**config.mk**
```make
export PLATFORM = sky130hd
export DESIGN_NAME = add_sub_seq
export DESIGN_NICKNAME = d
export VERILOG_FILES = /design/src/rtl/add_sub_pkg.sv /design/src/rtl/add_sub_digit.sv /design/src/rtl/add_sub_seq.sv
export SDC_FILE = /design/constraint.sdc
export NUM_CORES = 1
export LEC_CHECK = 0
export BUFFER_PORTS_ARGS = -buffer_cell sky130_fd_sc_hd__buf_2
export CAP_MARGIN = 20
export CORE_ASPECT_RATIO = 2
export CORE_UTILIZATION = 46
export DETAILED_ROUTE_END_ITERATION = 8
export PLACE_DENSITY = 0.69
export SYNTH_ARGS = -nofsm -noshare
export SYNTH_HDL_FRONTEND = slang
export SYNTH_SLANG_ARGS = --single-unit
```
**constraint.sdc**
```tcl
create_clock -name clk -period 4.2 [get_ports clk]
set_input_delay 0.42 -clock clk [delete_from_list [all_inputs] [get_ports clk]]
set_output_delay 0.42 -clock clk [all_outputs]
set_load 0.02 [all_outputs]
```
**src/rtl/add_sub_pkg.sv**
```systemverilog
// rtl/add_sub_pkg.sv - shared op encoding and FSM state type for add_sub_seq
package add_sub_pkg;

    localparam logic OP_ADD = 1'b0;
    localparam logic OP_SUB = 1'b1;

    typedef enum logic [1:0] {
        IDLE = 2'd0,
        RUN  = 2'd1,
        DONE = 2'd2
    } state_e;

endpackage

```
**src/rtl/add_sub_digit.sv**
```systemverilog
// rtl/add_sub_digit.sv - combinational DIGIT-bit adder slice with carry in/out
module add_sub_digit #(
    parameter int DIGIT = 4
) (
    input  logic [DIGIT-1:0] a,
    input  logic [DIGIT-1:0] b,
    input  logic             cin,
    output logic [DIGIT-1:0] sum,
    output logic             cout
);

    logic [DIGIT:0] total;

    assign total = {1'b0, a} + {1'b0, b} + {{DIGIT{1'b0}}, cin};
    assign sum   = total[DIGIT-1:0];
    assign cout  = total[DIGIT];

endmodule

```
**src/rtl/add_sub_seq.sv**
```systemverilog
// rtl/add_sub_seq.sv - digit-serial add/subtract unit, LS slice first, valid/ready on both sides
// Subtraction runs as A + ~B + ~borrow_in; the final carry is inverted back into a borrow.
module add_sub_seq
    import add_sub_pkg::*;
#(
    parameter int WIDTH = 16,
    parameter int DIGIT = 4
) (
    input  logic             clk,
    input  logic             rst,
    input  logic             in_valid,
    output logic             in_ready,
    input  logic             op,
    input  logic [WIDTH-1:0] A,
    input  logic [WIDTH-1:0] B,
    input  logic             Carry_in,
    output logic             out_valid,
    input  logic             out_ready,
    output logic [WIDTH-1:0] Out,
    output logic             Carry_out,
    output logic             Overflow,
    output logic             Zero
);

    localparam int N  = WIDTH / DIGIT;
    localparam int SW = (N > 1) ? $clog2(N) : 1;
    localparam logic [SW-1:0] LAST_STEP = SW'(N - 1);

    state_e           state_q, state_d;
    logic [SW-1:0]    step_q, step_d;
    logic [WIDTH-1:0] a_q, a_d;
    logic [WIDTH-1:0] b_q, b_d;
    logic [WIDTH-1:0] out_q, out_d;
    logic             op_q, op_d;
    logic             carry_q, carry_d;

    logic [DIGIT-1:0] slice_a, slice_b, slice_sum;
    logic             slice_cout;

    // One shared slice adder; the step counter selects which digit it sees.
    assign slice_a = a_q[int'(step_q) * DIGIT +: DIGIT];
    assign slice_b = b_q[int'(step_q) * DIGIT +: DIGIT];

    add_sub_digit #(
        .DIGIT (DIGIT)
    ) u_digit (
        .a    (slice_a),
        .b    (slice_b),
        .cin  (carry_q),
        .sum  (slice_sum),
        .cout (slice_cout)
    );

    always_comb begin
        state_d = state_q;
        step_d  = step_q;
        a_d     = a_q;
        b_d     = b_q;
        out_d   = out_q;
        op_d    = op_q;
        carry_d = carry_q;
        case (state_q)
            IDLE: begin
                if (in_valid) begin
                    a_d     = A;
                    b_d     = (op == OP_ADD) ? B : ~B;
                    op_d    = op;
                    carry_d = (op == OP_ADD) ? Carry_in : ~Carry_in;
                    step_d  = '0;
                    state_d = RUN;
                end
            end
            RUN: begin
                out_d[int'(step_q) * DIGIT +: DIGIT] = slice_sum;
                carry_d = slice_cout;
                step_d  = step_q + 1'b1;
                if (step_q == LAST_STEP) begin
                    state_d = DONE;
                end
            end
            DONE: begin
                if (out_ready) begin
                    state_d = IDLE;
                end
            end
            default: state_d = IDLE;
        endcase
    end

    always_ff @(posedge clk or posedge rst) begin
        if (rst) begin
            state_q <= IDLE;
            step_q  <= '0;
            a_q     <= '0;
            b_q     <= '0;
            out_q   <= '0;
            op_q    <= 1'b0;
            carry_q <= 1'b0;
        end else begin
            state_q <= state_d;
            step_q  <= step_d;
            a_q     <= a_d;
            b_q     <= b_d;
            out_q   <= out_d;
            op_q    <= op_d;
            carry_q <= carry_d;
        end
    end

    // Flags are forced low outside DONE so they read 0 after reset, not a stale Zero.
    assign in_ready  = (state_q == IDLE);
    assign out_valid = (state_q == DONE);
    assign Out       = out_q;
    assign Carry_out = out_valid & ((op_q == OP_SUB) ? ~carry_q : carry_q);
    assign Overflow  = out_valid & (a_q[WIDTH-1] == b_q[WIDTH-1]) & (out_q[WIDTH-1] != a_q[WIDTH-1]);
    assign Zero      = out_valid & (out_q == '0);

endmodule
```
# [After elaboration in Yosys (flattened, before gate mapping)]
# Index checks and enable logic that the tools add are counted.
[word_totals] register_bits=54 input_bits=38 output_inout_bits=21 elab_cells=48
[classes] addsub=4 n_eq_ne=8 shifts=4 mux=12 bitwise_logic=7 n_reduce_logical=6
[op_table] operator="$neg 4->33" count=1
[op_table] operator="$shift 4x33->16 const A" count=1
[op_table] operator="$shiftx 4x33->16" count=1
[op_table] operator="$shiftx 16x5->4" count=2
[op_table] operator="$bwmux 16" count=1
[op_table] operator="$logic_not 16->1" count=1
[op_table] operator="$mux 16" count=1
[op_table] operator="$not 16->16" count=1
[op_table] operator="$mux 2" count=4
[op_table] operator="$pmux 2 s3" count=1
[op_table] operator="$add 4x4->5" count=1
[op_table] operator="$add 5x1->5" count=1
[op_table] operator="$and 1x1->1" count=4
[op_table] operator="$eq 2x2->1 const B" count=2
[op_table] operator="$ne 2x2->1 const B" count=2
[op_table] operator="$pmux 2 s2" count=1
[op_table] operator="$reduce_and 2->1" count=2
[op_table] operator="$mux 1" count=3
[op_table] operator="$reduce_and 3->1" count=1
[op_table] operator="$add 2x1->2 const B" count=1
[op_table] operator="$eq 2x1->1 const B" count=1
[op_table] operator="$logic_not 2->1" count=1
[op_table] operator="$ne 2x1->1 const B" count=1
[op_table] operator="$not 1->1" count=2
[op_table] operator="other kinds (4)" count=4

# [Depth between registers and ports, before layout]
# Gate-level depths: netlist (run 1).
[depth] ltp_word=5 mapped_depth=7 mapped_depth_nobuf=6

# [Hierarchy]
# Synthesis (run 1) repeated with hierarchy kept, for this count alone.
[hier_totals] cells_unflattened=231 area_unflattened_um2=2752.6
[modules_own_cells] mod="add_sub_seq" n_inst=1 cells_each=215 area_each_um2=2608.8 seq_area_each_um2=1351.3
[modules_own_cells] mod="add_sub_digit" n_inst=1 cells_each=16 area_each_um2=143.9 seq_area_each_um2=0.0

# [Worst setup path before layout (run 1)]
# No wires, ideal clock.
[synth_path] path_type="flip-flop to flip-flop" startpoint="register step_q[0]" endpoint="register carry_q" setup_ps=133 arrival_time_ps=2502 t_required_ps=4067 setup_slack_ps=1566 path_stages_with_launch=8 n_path_buf=1 synth_period_minus_slack_ps=2634 cell_sequence="dfrtp_1 -> buf_4 -> mux4_2 -> fa_1 -> fa_1 -> a21o_1 -> a211oi_1 -> a221oi_1"
[synth_between] elab_chain_len=4 elab_cells_between_ends=5 classes_between="add/sub (2); shift (2); mux (1)"
[synth_lines] item="from (decl)" line="add_sub_seq.sv:30" text="logic [SW-1:0] step_q, step_d;"
[synth_lines] item="from (signal assigned)" line="add_sub_seq.sv:101" text="step_q <= step_d;"
[synth_lines] item="$shiftx 16x5->4, on equally long branches" line="add_sub_seq.sv:41, add_sub_seq.sv:42"
[synth_lines] item="$add 4x4->5 (*)" line="add_sub_digit.sv:14" text="assign total = {1'b0, a} + {1'b0, b} + {{DIGIT{1'b0}}, cin};"
[synth_lines] item="$add 5x1->5 (*)" line="add_sub_digit.sv:14"
[synth_lines] item="$pmux 1 s2 (*)" line="add_sub_seq.sv:62" text="case (state_q)"
[synth_lines] item="to (signal assigned)" line="add_sub_seq.sv:106" text="carry_q <= carry_d;"
[synth_lines] item="to (decl)" line="add_sub_seq.sv:35" text="logic carry_q, carry_d;"
# Every way passes the cells marked *; elsewhere a longest branch is shown, timed or not.
# A chain may end at the register's enable or synchronous reset.

# [Worst setup path after layout (run 1)]
# Same ends and word-level chain as after synthesis.

==> impl_summary.log, run 1 <==
[metrics] result of the run: complete, no violations
[metrics] sort of element at the end of the critical path: register
[metrics] HPWL after detailed placement: 4110 um
[metrics] diode count: 0
[metrics] path type of the worst setup path: reg2reg
[metrics] number of synthesis warnings: 0
[metrics] count of input and output buffers: a little under 60
[metrics] count of cell instances traversed by the critical path: 6
[metrics] number of top-level design ports: between 50 and 60
[metrics] max frequency: 341 MHz
[metrics] aggregate routed wire length: around 5400 um
[metrics] per-instance average area after synthesis: roughly 13 sq um
[metrics] vias in the first global route: 1,882
[metrics] R2R depth: 6
[metrics] maximum single-stage delay on the critical path: 0.83 ns
[metrics] uppermost layer routed: met4
[metrics] post-synth cell types: 36
[metrics] Final Wtd Congestion: between 0.8 and 0.9
[metrics] wire per inst: around 16 um
[metrics] count of hold-fix buffers inserted at cts: 0
[metrics] family with the most delay on the worst path: adder cells
[metrics] Post-Synthesis Net Count: roughly 260
[metrics] critical path, cell by cell: mux4_2, fa_1, fa_1, a21o_1, a211oi_1, a221oi_1
[metrics] Min Clock Period, post-route: slightly below 3 ns
[metrics] Met2 Routed Length: ~3100 um
[metrics] number of enable flip-flop cells after synthesis: 0
[metrics] ranking of synthesized cells by area: sky130_fd_sc_hd__dfrtp_1 50%, sky130_fd_sc_hd__mux2_2 7.1%, sky130_fd_sc_hd__mux4_2 6.7%, sky130_fd_sc_hd__xnor2_1 5.5%, sky130_fd_sc_hd__a22o_1 3.9%
[metrics] pin count of the biggest net entering global routing: 55
[metrics] leakage power summed over all cells: ~1.4 nW
[metrics] TritonCTS clock tree: done
[metrics] Worst Path Max Fanout: 15
[metrics] total congestion overflow after global routing: 0
[metrics] Metal-1 WL: about 1900 um
[metrics] final worst-path cycle share: 69.9%
[metrics] proportion of netlist area held by the largest area contributor: around 50%
[metrics] synthesis-to-layout area growth: 17.7%
[metrics] CTS Root Cell: sky130_fd_sc_hd__clkbuf_16
[metrics] setup repair after global routing missed its margin: false
[metrics] primary flip-flop cell chosen by synthesis mapping: sky130_fd_sc_hd__dfrtp_1
[metrics] most frequently used cell type in the post-synthesis netlist: sky130_fd_sc_hd__dfrtp_1
[metrics] initial DRC count: 52
[metrics] Hold Worst Slack: roughly 0.14 ns
[metrics] DR pass1 iterations: 5
[metrics] core utilization of the finished layout: 55.9%
[metrics] number of buffers and inverters on the critical path: 0
[metrics] maximum clock path buffer count: 2
[metrics] PwrDens: between 800 and 900 mW/mm^2
[metrics] Gate Count Post-Synth: roughly 210
[metrics] final hold vios: 0
[metrics] remaining antenna violation count after routing: 0
[metrics] die footprint: between 0.006 and 0.007 sq mm
[metrics] wire length of the first global-routing pass: about 8900 um
[metrics] total number of clock tree sinks: 54
[metrics] number of CTS-inserted buffers: 5
[metrics] fillcell total: slightly above 500
[metrics] initial core utilization: 47.5%
[metrics] largest voltage drop on the vdd net: about 0.54 mV
[metrics] post-CTS repair timing setup buffer count: 0
[metrics] std cell rows: 39
[metrics] async set or reset register ratio after synthesis: 100%
[metrics] top cells by instance count after synthesis: 54 x sky130_fd_sc_hd__dfrtp_1, 21 x sky130_fd_sc_hd__nor2_1, 17 x sky130_fd_sc_hd__a21oi_1, 17 x sky130_fd_sc_hd__mux2_2, 17 x sky130_fd_sc_hd__xnor2_1
[metrics] #FFs+latches synth: between 50 and 60
[metrics] required time of the critical path: approximately 4.4 ns
[metrics] Total Routing Usage GR: a little under 20%
[metrics] core box area: 0.00566 sq mm
[metrics] die boundary height: around 110 um
[metrics] worst min-delay path class: in2async
[metrics] Final setup viols: 0
[metrics] number of antenna violations at the first check in global routing: 0
[metrics] average vias per placed instance: between 5 and 6
[metrics] critical path arrival: 3.09 ns
[metrics] library cell with the largest summed area after synthesis: sky130_fd_sc_hd__dfrtp_1
[metrics] transition time at the pin with the least slew margin: approximately 0.76 ns
[metrics] sequential area share after synthesis: around 50%
[metrics] fraction of final layout cells with drive strength greater than 1: between 30% and 40%
[metrics] cell type of the slowest stage on the worst timing path: sky130_fd_sc_hd__dfrtp_1
[metrics] H-Tree Level Count: 2
[metrics] detailed-route DRC error count: 0
[metrics] clock skew: ~0.0034 ns
[metrics] critical path's most frequent cell: sky130_fd_sc_hd__fa_1
[metrics] synthesized cell area: 0.00269 sq mm
[metrics] via count: 1,855
[metrics] number of nets at the end of the flow: roughly 320
[metrics] max-slew violations: 0
[metrics] met3 layer wire length in the routed design: approximately 170 um
[metrics] startpoint types: register
[metrics] clk_lat worst skew: 0.29 ns
[metrics] Chip Width: 56.1 um
[metrics] Worst slew margin: between 40% and 50%
[metrics] number of gates resized after cts: 0
[metrics] accumulated negative setup slack: 0 ns
[metrics] Max Cap Viol: 0
[metrics] register clock-pin slew on the reported worst setup and hold paths: roughly 0.060 ns
## worst register-to-register path: cells and delay by family, from the launching register on
family          cells  cell delay [ns]
mux                 1             0.62
compound gates      3             0.48
flops               1             0.83
fa+ha+maj           2             0.86
## where the power goes
| part | internal [mW] | switching (mW) | total, mW |
|---|---|---|---|
| Sequential | 0.754 | 0.216 | 0.971 |
| Clock | 0.231 | 0.168 | 0.399 |
| Combinational | 0.628 | 0.739 | 1.37 |
| Total | 1.61 | 1.12 | 2.74 |
## routing by layer
metal / up-vias / global-route usage, %
li1: 887 / -
met1: 915 / 19.2
met5: - / 0
met3: 10 / 3.50
met4: 0 / 8.89
met2: 43 / 37.6
## kinds of logic (layout without fill, tap and decap cells)
| family | after synthesis | count (layout) | synth area share, % |
|---|---|---|---|
| compound gates | 43 | 43 | 11.2 |
| xor+xnor | 19 | 19 | 6.19 |
| mux | 25 | 25 | 13.8 |
| fa+ha+maj | 10 | 10 | 5.21 |
| simple gates | 47 | 47 | 10.4 |
| flops | 54 | 54 | 50.3 |
| buf+inv | 16 | 72 | 2.93 |
## per-stage QoR
stage               cells  area (sq um)  total power [mW]  setup slack, ns
floorplan             214          2690              1.98             1.57
global placement      324          3010              2.32             1.28
detailed placement    324          3010              2.36             1.23
CTS                   330          3140              2.76             1.23
global route          331          3160              2.92             1.07
finish                331          3160              2.74             1.27
## cell usage in the layout, fill, tap and decap left out, types with 2 or more instances in the layout
cell type / synthesis / layout
sky130_fd_sc_hd__fa_1: 2 / 2
sky130_fd_sc_hd__xor2_1: 2 / 2
sky130_fd_sc_hd__inv_1: 6 / 5
sky130_fd_sc_hd__dfrtp_1: 54 / 54
sky130_fd_sc_hd__nand2b_1: 2 / 2
sky130_fd_sc_hd__o21bai_1: 2 / 2
sky130_fd_sc_hd__nor4_4: 2 / 2
sky130_fd_sc_hd__nand3b_1: 3 / 3
sky130_fd_sc_hd__o21ai_0: 2 / 2
sky130_fd_sc_hd__a211oi_1: 2 / 2
sky130_fd_sc_hd__a22o_1: 12 / 12
sky130_fd_sc_hd__clkbuf_16: 0 / 5
sky130_fd_sc_hd__ha_1: 8 / 8
sky130_fd_sc_hd__nand2_1: 7 / 7
sky130_fd_sc_hd__a21oi_1: 17 / 17
sky130_fd_sc_hd__mux4_2: 8 / 8
sky130_fd_sc_hd__a32o_1: 4 / 4
sky130_fd_sc_hd__nor2_1: 21 / 21
sky130_fd_sc_hd__mux2_2: 17 / 17
sky130_fd_sc_hd__xnor2_1: 17 / 17
sky130_fd_sc_hd__nor4_1: 3 / 3
sky130_fd_sc_hd__buf_2: 6 / 58
## path summary, 6_finish.rpt
path	start	end	slack, ns
setup / recovery	step_q[0]	carry_q	1.27
hold / removal	rst	a_q[9]	0.14
setup reg to reg	step_q[0]	carry_q	1.27
hold reg to reg	a_q[2]	a_q[2]	0.51
max in group asynchronous	rst	b_q[4]	3.53
min in group clk	out_ready	state_q[1]	0.34
## final cells by class
| type | count | area [sq um] | share of cell area (%) |
|---|---|---|---|
| multi-input combinational | 144 | 1260 | 39.7 |
| sequential | 54 | 1350 | 42.7 |
| clock buffer | 6 | 139 | 4.39 |
| tap | 61 | 76.3 | 2.41 |
| inverter | 6 | 22.5 | 0.712 |
| timing repair buffer | 60 | 318 | 10.0 |
## registers in the layout, summed over array words and instances, names as in the netlist
| register | count |
|---|---|
| Out | 16 |
| a_q | 16 |
| b_q | 16 |
| carry_q | 1 |
| op_q | 1 |
| state_q | 2 |
| step_q | 2 |
Power figures use the tool's default switching activity.
==> run 2, diff against run 1 <==
clock period = 3.05 ns   (was 4.2 ns; I/O delays follow)
==> run 2 against run 1 <==
  * Sequential share of layout area fell by 0.60 points
  * Final area is 1.4% higher
  * Maximum frequency rose by 9.2%
  * Die area is the same
  * Non-clock buffer count up 2
  * Sequential power up 36%
  * Critical path type unchanged
  * Critical endpoint unchanged
  * Largest cell class unchanged
  * Largest power group unchanged
==> impl_summary.log, run 2 (synthesis results as in run 1) <==
[metrics] detailed-route DRC error count: 0 (unchanged)
[metrics] total chip power: 3.84 mW (was 2.74 mW)
[metrics] path type of the worst setup path: reg2reg (unchanged)
[metrics] HPWL after detailed placement: 4260 um (was 4110 um)
[metrics] routing usage on met2: 37.5% (was 37.6%)
[metrics] count of hold-fix buffers inserted at cts: 0 (unchanged)
[metrics] vias in the first global route: 1,886 (was 1,882)
[metrics] final worst-path cycle share: 88.1% (was 69.9%)
[metrics] Chip Width: 56.1 um (unchanged)
[metrics] Max Cap Viol: 0 (unchanged)
[metrics] Worst slew margin: 65.6% (was 49.7%)
[metrics] TritonCTS clock tree: done (unchanged)
[metrics] transition time at the pin with the least slew margin: 0.516 ns (was 0.755 ns)
[metrics] std cell rows: 39 (unchanged)
[metrics] setup repair after global routing missed its margin: false (unchanged)
[metrics] startpoint types: register (unchanged)
[metrics] required time of the critical path: 3.20 ns (was 4.35 ns)
[metrics] sort of element at the end of the critical path: register (unchanged)
[metrics] PwrDens: 1200 mW/mm^2 (was 865 mW/mm^2)
[metrics] Min Clock Period, post-route: 2.69 ns (was 2.93 ns)
[metrics] diode count: 0 (unchanged)
[metrics] average vias per placed instance: 5.54 (was 5.60)
[metrics] number of CTS-inserted buffers: 5 (unchanged)
[metrics] CTS Root Cell: sky130_fd_sc_hd__clkbuf_16 (unchanged)
[metrics] maximum clock path buffer count: 2 (unchanged)
[metrics] die footprint: 0.00617 sq mm (unchanged)
[metrics] synthesis-to-layout area growth: 19.4% (was 17.7%)
[metrics] peak-usage layer in the global routing report: met2 (unchanged)
[metrics] global-route met1 utilization: 20.0% (was 19.2%)
[metrics] number of gates resized after cts: 0 (unchanged)
[metrics] met3 Track Usage GR: 2.33% (was 3.50%)
[metrics] wire per inst: 16.1 um (was 16.3 um)
[metrics] Final setup viols: 0 (unchanged)
[metrics] max-slew violations: 0 (unchanged)
[metrics] post-CTS repair timing setup buffer count: 0 (unchanged)
[metrics] fraction of final layout cells with drive strength greater than 1: 36.5% (was 35.9%)
[metrics] clock skew: 0.00424 ns (was 0.00337 ns)
[metrics] count of input and output buffers: 58 (unchanged)
[metrics] total congestion overflow after global routing: 0 (unchanged)
[metrics] H-Tree Level Count: 2 (unchanged)
[metrics] wire length of the first global-routing pass: 9050 um (was 8870 um)
[metrics] Final Wtd Congestion: 0.858 (was 0.816)
[metrics] number of antenna violations at the first check in global routing: 0 (unchanged)
[metrics] aggregate routed wire length: 5400 um (was 5390 um)
[metrics] number of top-level design ports: 59 (unchanged)
[metrics] total number of clock tree sinks: 54 (unchanged)
[metrics] die boundary height: 110 um (unchanged)
[metrics] core box area: 0.00566 sq mm (unchanged)
[metrics] accumulated negative setup slack: 0 ns (unchanged)
[metrics] DR pass1 iterations: 6 (was 5)
[metrics] remaining antenna violation count after routing: 0 (unchanged)
[metrics] commonest cells after routing, fill and taps aside: 58 x sky130_fd_sc_hd__buf_2, 54 x sky130_fd_sc_hd__dfrtp_1, 21 x sky130_fd_sc_hd__nor2_1 (unchanged)
[metrics] critical path arrival: 2.84 ns (was 3.09 ns)
[metrics] most common cell after layout, fill and taps aside: sky130_fd_sc_hd__buf_2 (unchanged)
[metrics] largest voltage drop on the vdd net: 0.805 mV (was 0.542 mV)
[metrics] final hold vios: 0 (unchanged)
[metrics] via count: 1,856 (was 1,855)
[metrics] pin count of the biggest net entering global routing: 55 (unchanged)
[metrics] number of nets at the end of the flow: 321 (was 319)
[metrics] max frequency: 372 MHz (was 341 MHz)
[metrics] register clock-pin slew on the reported worst setup and hold paths: 0.07 ns (was 0.06 ns)
[metrics] leakage power summed over all cells: 1.47 nW (was 1.45 nW)
[metrics] initial DRC count: 43 (was 52)
[metrics] result of the run: complete, no violations (unchanged)
[metrics] initial core utilization: 47.5% (unchanged)
[metrics] worst min-delay path class: in2reg (was in2async)
[metrics] Total Routing Usage GR: 19.5% (was 19.2%)
[metrics] clk_lat worst skew: 0.29 ns (about the same)
[metrics] Worst Path Max Fanout: 6 (was 15)
run 2: cell count changes in the layout (fill, tap and decap cells not counted):
cell	delta
sky130_fd_sc_hd__dlygate4sd3_1	+1
sky130_fd_sc_hd__clkbuf_8	+2
sky130_fd_sc_hd__buf_4	+1
run 2: stage by stage:
| stage | hold slack, ns | cells | cell area (sq um) | util [%] | setup WS (ns) |
|---|---|---|---|---|---|
| 6_report | 0.218 | 335 | 3210 | 56.7 | 0.362 |
| 5_1_grt | 0.215 | 335 | 3210 | 56.7 | 0.262 |
| 4_1_cts | 0.224 | 333 | 3180 | 56.2 | 0.350 |
| 3_5_place_dp | 0.500 | 325 | 3010 | 53.2 | 0.377 |
| 3_3_place_gp | 0.501 | 325 | 3010 | 53.2 | 0.449 |
| 2_1_floorplan | 0.415 | 214 | 2690 | - | 0.416 |
run 2: area by class of cell:
| class | instances | area, sq um |
|---|---|---|
| multi-input cells | 144 | 1260 |
| well taps | 61 | 76.3 |
| inverters | 6 | 22.5 |
| flip-flops and latches | 54 | 1350 |
| fillers | 498 | 2450 |
| clock buffers | 8 | 166 |
| repair buffers | 62 | 335 |
run 2: worst paths after layout:
path | cells past startpoint | slack [ns] | from | endpoint
worst max-delay path | 6 | 0.36 | step_q[0] | carry_q
worst min-delay path | 2 | 0.22 | out_ready | state_q[1]
worst max register to register | 6 | 0.36 | step_q[0] | carry_q
worst min register to register | 1 | 0.51 | a_q[7] | a_q[7]
max in group asynchronous | 4 | 2.07 | rst | b_q[15]
min in group asynchronous | 3 | 0.48 | rst | a_q[5]
run 2: critical path, cell delays in order (launching register included):
cell                       delay [ns]
sky130_fd_sc_hd__dfrtp_1         0.53
sky130_fd_sc_hd__mux4_2          0.58
sky130_fd_sc_hd__fa_1            0.46
sky130_fd_sc_hd__fa_1            0.43
sky130_fd_sc_hd__a21o_1          0.20
sky130_fd_sc_hd__a211oi_1        0.28
sky130_fd_sc_hd__a221oi_1        0.08
run 2: per-layer routing:
layer	vias up	share of wire (%)	routed length, um
li1	893	-	-
met2	49	57	3100
met5	-	0	0
met4	0	3.6	194
met3	15	2.8	149
met1	899	36	1960
run 2: report_power, final:
| part | switching, mW | total (mW) | internal [mW] |
|---|---|---|---|
| Clock | 0.238 | 0.610 | 0.372 |
| Combinational | 1.04 | 1.91 | 0.873 |
| Sequential | 0.281 | 1.32 | 1.04 |
| Total | 1.56 | 3.84 | 2.28 |
